File: src/rtl/stress_pkg.sv
// rtl/stress_pkg.sv - shared types and defaults for the fabric stress generator/checker pair
package stress_pkg;

    typedef enum logic [1:0] {
        ST_FILL   = 2'd0,
        ST_TRAIN  = 2'd1,
        ST_LOCKED = 2'd2
    } stress_state_e;

    localparam int STRESS_DEFAULT_WIDTH = 4;
    localparam logic [STRESS_DEFAULT_WIDTH-1:0] STRESS_DEFAULT_TAPS = 4'b1111;

endpackage

File: src/rtl/stress_seq_hist.sv
// rtl/stress_seq_hist.sv - received-bit history shift register and next-bit prediction
module stress_seq_hist
    import stress_pkg::*;
#(
    parameter int              WIDTH = STRESS_DEFAULT_WIDTH,
    parameter logic [WIDTH-1:0] TAPS  = STRESS_DEFAULT_TAPS
) (
    input  logic             clk,
    input  logic             rst_n,
    input  logic             shift_en,
    input  logic             in_bit,
    output logic [WIDTH-1:0] hist,
    output logic             p
);

    // Received bit (not the prediction) enters history, so the checker resyncs on its own
    always_ff @(posedge clk) begin
        if (!rst_n) begin
            hist <= '0;
        end else if (shift_en) begin
            hist <= {hist[WIDTH-2:0], in_bit};
        end
    end

    assign p = ^(hist & TAPS);

endmodule

File: config.mk
export PLATFORM = sky130hd
export DESIGN_NAME = stress_seq_hist
export DESIGN_NICKNAME = d
export VERILOG_FILES = /design/src/rtl/stress_pkg.sv /design/src/rtl/stress_seq_hist.sv
export SDC_FILE = /design/constraint.sdc
export NUM_CORES = 1
export LEC_CHECK = 0
export BUFFER_PORTS_ARGS = -buffer_cell sky130_fd_sc_hd__buf_2
export CORE_AREA = 2 2 39 41
export CTS_CLUSTER_DIAMETER = 120
export DETAILED_ROUTE_END_ITERATION = 8
export DIE_AREA = 0 0 41 43
export GPL_ROUTABILITY_DRIVEN = 0
export PLACE_DENSITY = 0.35
export SLEW_MARGIN = 20
export SYNTH_ARGS = -nofsm -noshare
export SYNTH_HDL_FRONTEND = slang
export SYNTH_SLANG_ARGS = --single-unit
File: constraint.sdc
create_clock -name clk -period 2.4 [get_ports clk]
set_input_delay 0.48 -clock clk [delete_from_list [all_inputs] [get_ports clk]]
set_output_delay 0.48 -clock clk [all_outputs]
set_load 0.01 [all_outputs]
==> results.sh <==
export IMPL_yosys_warnings=0
export IMPL_max_freq_mhz=655.8
export IMPL_largestRegisters="hist (4)"
export IMPL_internal_power_mw=0.1343
export IMPL_status="completed"
export IMPL_fin_crit_sh_pct=63.54
export IMPL_clk_latency_ps=230
export IMPL_core_um2=1384
export IMPL_setup_viol=0
export IMPL_critPathKind="reg -> out"
export IMPL_drive_gt1_share_pct=42.31
export IMPL_synth_fp_nets=20
export IMPL_antenna_found_initial=0
export IMPL_die_area_um2=1763
export IMPL_start_kind="flop"
export IMPL_muxShareOfSynthArea_pct=22.70
export IMPL_wl_um=321
export IMPL_peakVddDrop_mv=0.1079
export IMPL_synth_distinct_cells=6
export IMPL_crit_arrival_ps=1040
export IMPL_grt_pass1_wl_um=510
export IMPL_synth_ff_type="dfxtp_1"
export IMPL_netlist_instances=16
export IMPL_p_leak_nw=0.1237
export IMPL_dp_hpwl_um=258.7
export IMPL_clk_pin_slew_ps=40
export IMPL_hold_viol=0
export IMPL_grt_overflow=0
export IMPL_initial_core_util_pct=12.75
export IMPL_startpoint="hist[0]"
export IMPL_post_dp_cell_area_um2=231.5
export IMPL_endpoint="p"
export IMPL_synth_top_family_by_area="multiplexers"
export IMPL_drv_slew=0
export IMPL_p_sw_mw=0.03448
export IMPL_routedWlPerCell_um=7.643
export IMPL_grtUsageMet1_pct=3.526
export IMPL_synthAdderAreaFrac_pct=0
export IMPL_powerDensity_nw_per_um2=664.6
export IMPL_num_vias=145
export IMPL_r2r_start="hist[0]"
export IMPL_synth_area_leader_cell="dfxtp_1"
export IMPL_area_delta_synth_final_pct=43.97
export IMPL_die_x_um=41
export IMPL_rsz0062_at_grt="no"
export IMPL_path_max_fanout=4
export IMPL_grt_util_met2_pct=6.875
export IMPL_synth_xor_area_share_pct=14.89
export IMPL_via_per_inst=3.452
export IMPL_cts_buffer_depth=2
export IMPL_cts_hold_buf=0
export IMPL_post_cts_buffers=0
export IMPL_r2r_slack_ps=1750
export IMPL_grt_busiest_layer="met4"
export IMPL_core_rowCount=14
export IMPL_slew_headroom_pct=90.82
export IMPL_grt_usage_pct=5.115
export IMPL_reg2reg_depth=2
export IMPL_synth_common_cells="4 x dfxtp_1, 4 x mux2i_1, 4 x nor2b_1, 2 x xnor2_1"
export IMPL_end_kind="output port"
export IMPL_hold_path_class="in -> reg"
export IMPL_ys_ff_latch=4
export IMPL_antenna_cells=0
export IMPL_clkPwrFrac_pct=47.6
export IMPL_synthSimpleGateAreaFrac_pct=14.18
export IMPL_swShare_pct=20.43
export IMPL_pwr_share_seq_pct=42.0
export IMPL_port_buffers=8
export IMPL_dr_pass1_iters=2
export IMPL_grt_pass1_vias=149
export IMPL_cts_buffers_inserted=3
export IMPL_drc_errors=0
export IMPL_pwr_share_comb_pct=10.5
export IMPL_largest_reg_flops=4
export IMPL_stdcell_area_um2=254.0
export IMPL_cap_violations=0
export IMPL_place_ws_ps=1096
export IMPL_worst_slack_ps=875.1
export IMPL_yosys_top_cells_area="dfxtp_1 45%, mux2i_1 23%, nor2b_1 14%"
export IMPL_required_ps=1920
export IMPL_grt_max_degree=5
export IMPL_finalSetupTns_ps=0
export IMPL_cts_resized=0
export IMPL_synth_edff_count=0
export IMPL_fin_nets=32
export IMPL_min_period_ps=1525
export IMPL_cts_max_level=1
export IMPL_ant_nets=0
export IMPL_synth_top_area_share_pct=45.39
export IMPL_use_met3_pct=3.141
export IMPL_cts_tree="built"
export IMPL_synth_async_sr_flop_share_pct=0
export IMPL_largest_register="hist"
export IMPL_tightest_slew_ps=133.9
export IMPL_yosysSeqAreaShare_pct=45.39
export IMPL_netlist_area_um2=176.4
export IMPL_synth_compound_area_share_pct=0
export IMPL_timing_rr_end="hist[1]"
export IMPL_pin_count=9
export IMPL_chipHeight_um=43
export IMPL_drt_first_iter_violations=4
export IMPL_clock_sinks=4
export IMPL_skew_ps=3.848
export IMPL_cts_root_buf="clkbuf_4"
export IMPL_avgSynthCellArea_um2=11.03
through the flow:
stage          hold WS (ps)  total power, mW  util, %  instances
5_1_grt               519.9           0.1829    18.35         42
4_1_cts               507.8           0.1731    18.35         42
6_report              511.9           0.1688    18.35         42
2_1_floorplan         560.5          0.08314        -         16
3_3_place_gp          543.1          0.08972    16.73         39
3_5_place_dp          542.1          0.08993    16.73         39
cells in the final DEF (no fill, tap or decap):
master	n
clkbuf_4	3
buf_2	8
nor2b_1	4
mux2i_1	4
dfxtp_1	4
xor2_1	1
xnor2_1	2
worst min path at each step:
stage	to	slack [ps]	depth (start not counted)	from
6_report	hist[3]	510	2	rst_n
5_1_grt	hist[3]	520	2	rst_n
2_1_floorplan	hist[3]	560	2	hist[3]
3_3_place_gp	hist[3]	540	2	hist[3]
4_1_cts	hist[3]	510	2	rst_n
3_5_place_dp	hist[3]	540	2	hist[3]
layout make-up:
type | instances | area [µm²]
Sequential cell | 4 | 80.08
Tap cell | 16 | 20.02
Timing Repair Buffer | 8 | 40.04
Fill cell | 164 | 1130
Clock buffer | 3 | 22.52
Multi-Input combinational cell | 11 | 91.34
critical path, stage by stage (launching register included):
cell	delay, ps
dfxtp_1	370
xor2_1	190
xnor2_1	120
buf_2	140
kinds of logic (layout without fill, tap and decap cells):
kind of cell           count (synthesis)  in the layout
multiplexers                           4              4
AND/OR/NAND/NOR                        4              4
buffers and inverters                  1             11
XOR/XNOR                               3              3
flip-flops                             4              4
power groups by stage:
| stage | combinational [mW] | sequential (mW) | clock, mW |
|---|---|---|---|
| finish | 0.0177 | 0.0709 | 0.0803 |
| floorplan | 0.0104 | 0.0727 | 0 |
| global placement | 0.0178 | 0.0719 | 0 |
| detailed placement | 0.0180 | 0.0720 | 0 |
| global route | 0.0194 | 0.0713 | 0.0922 |
| CTS | 0.0182 | 0.0710 | 0.0840 |
routing by layer:
metal	up-vias	routed length (µm)
met2	5	212
met4	0	0
met1	68	82
met3	0	26
li1	72	-
met5	-	0
Power figures use the tool's default switching activity.
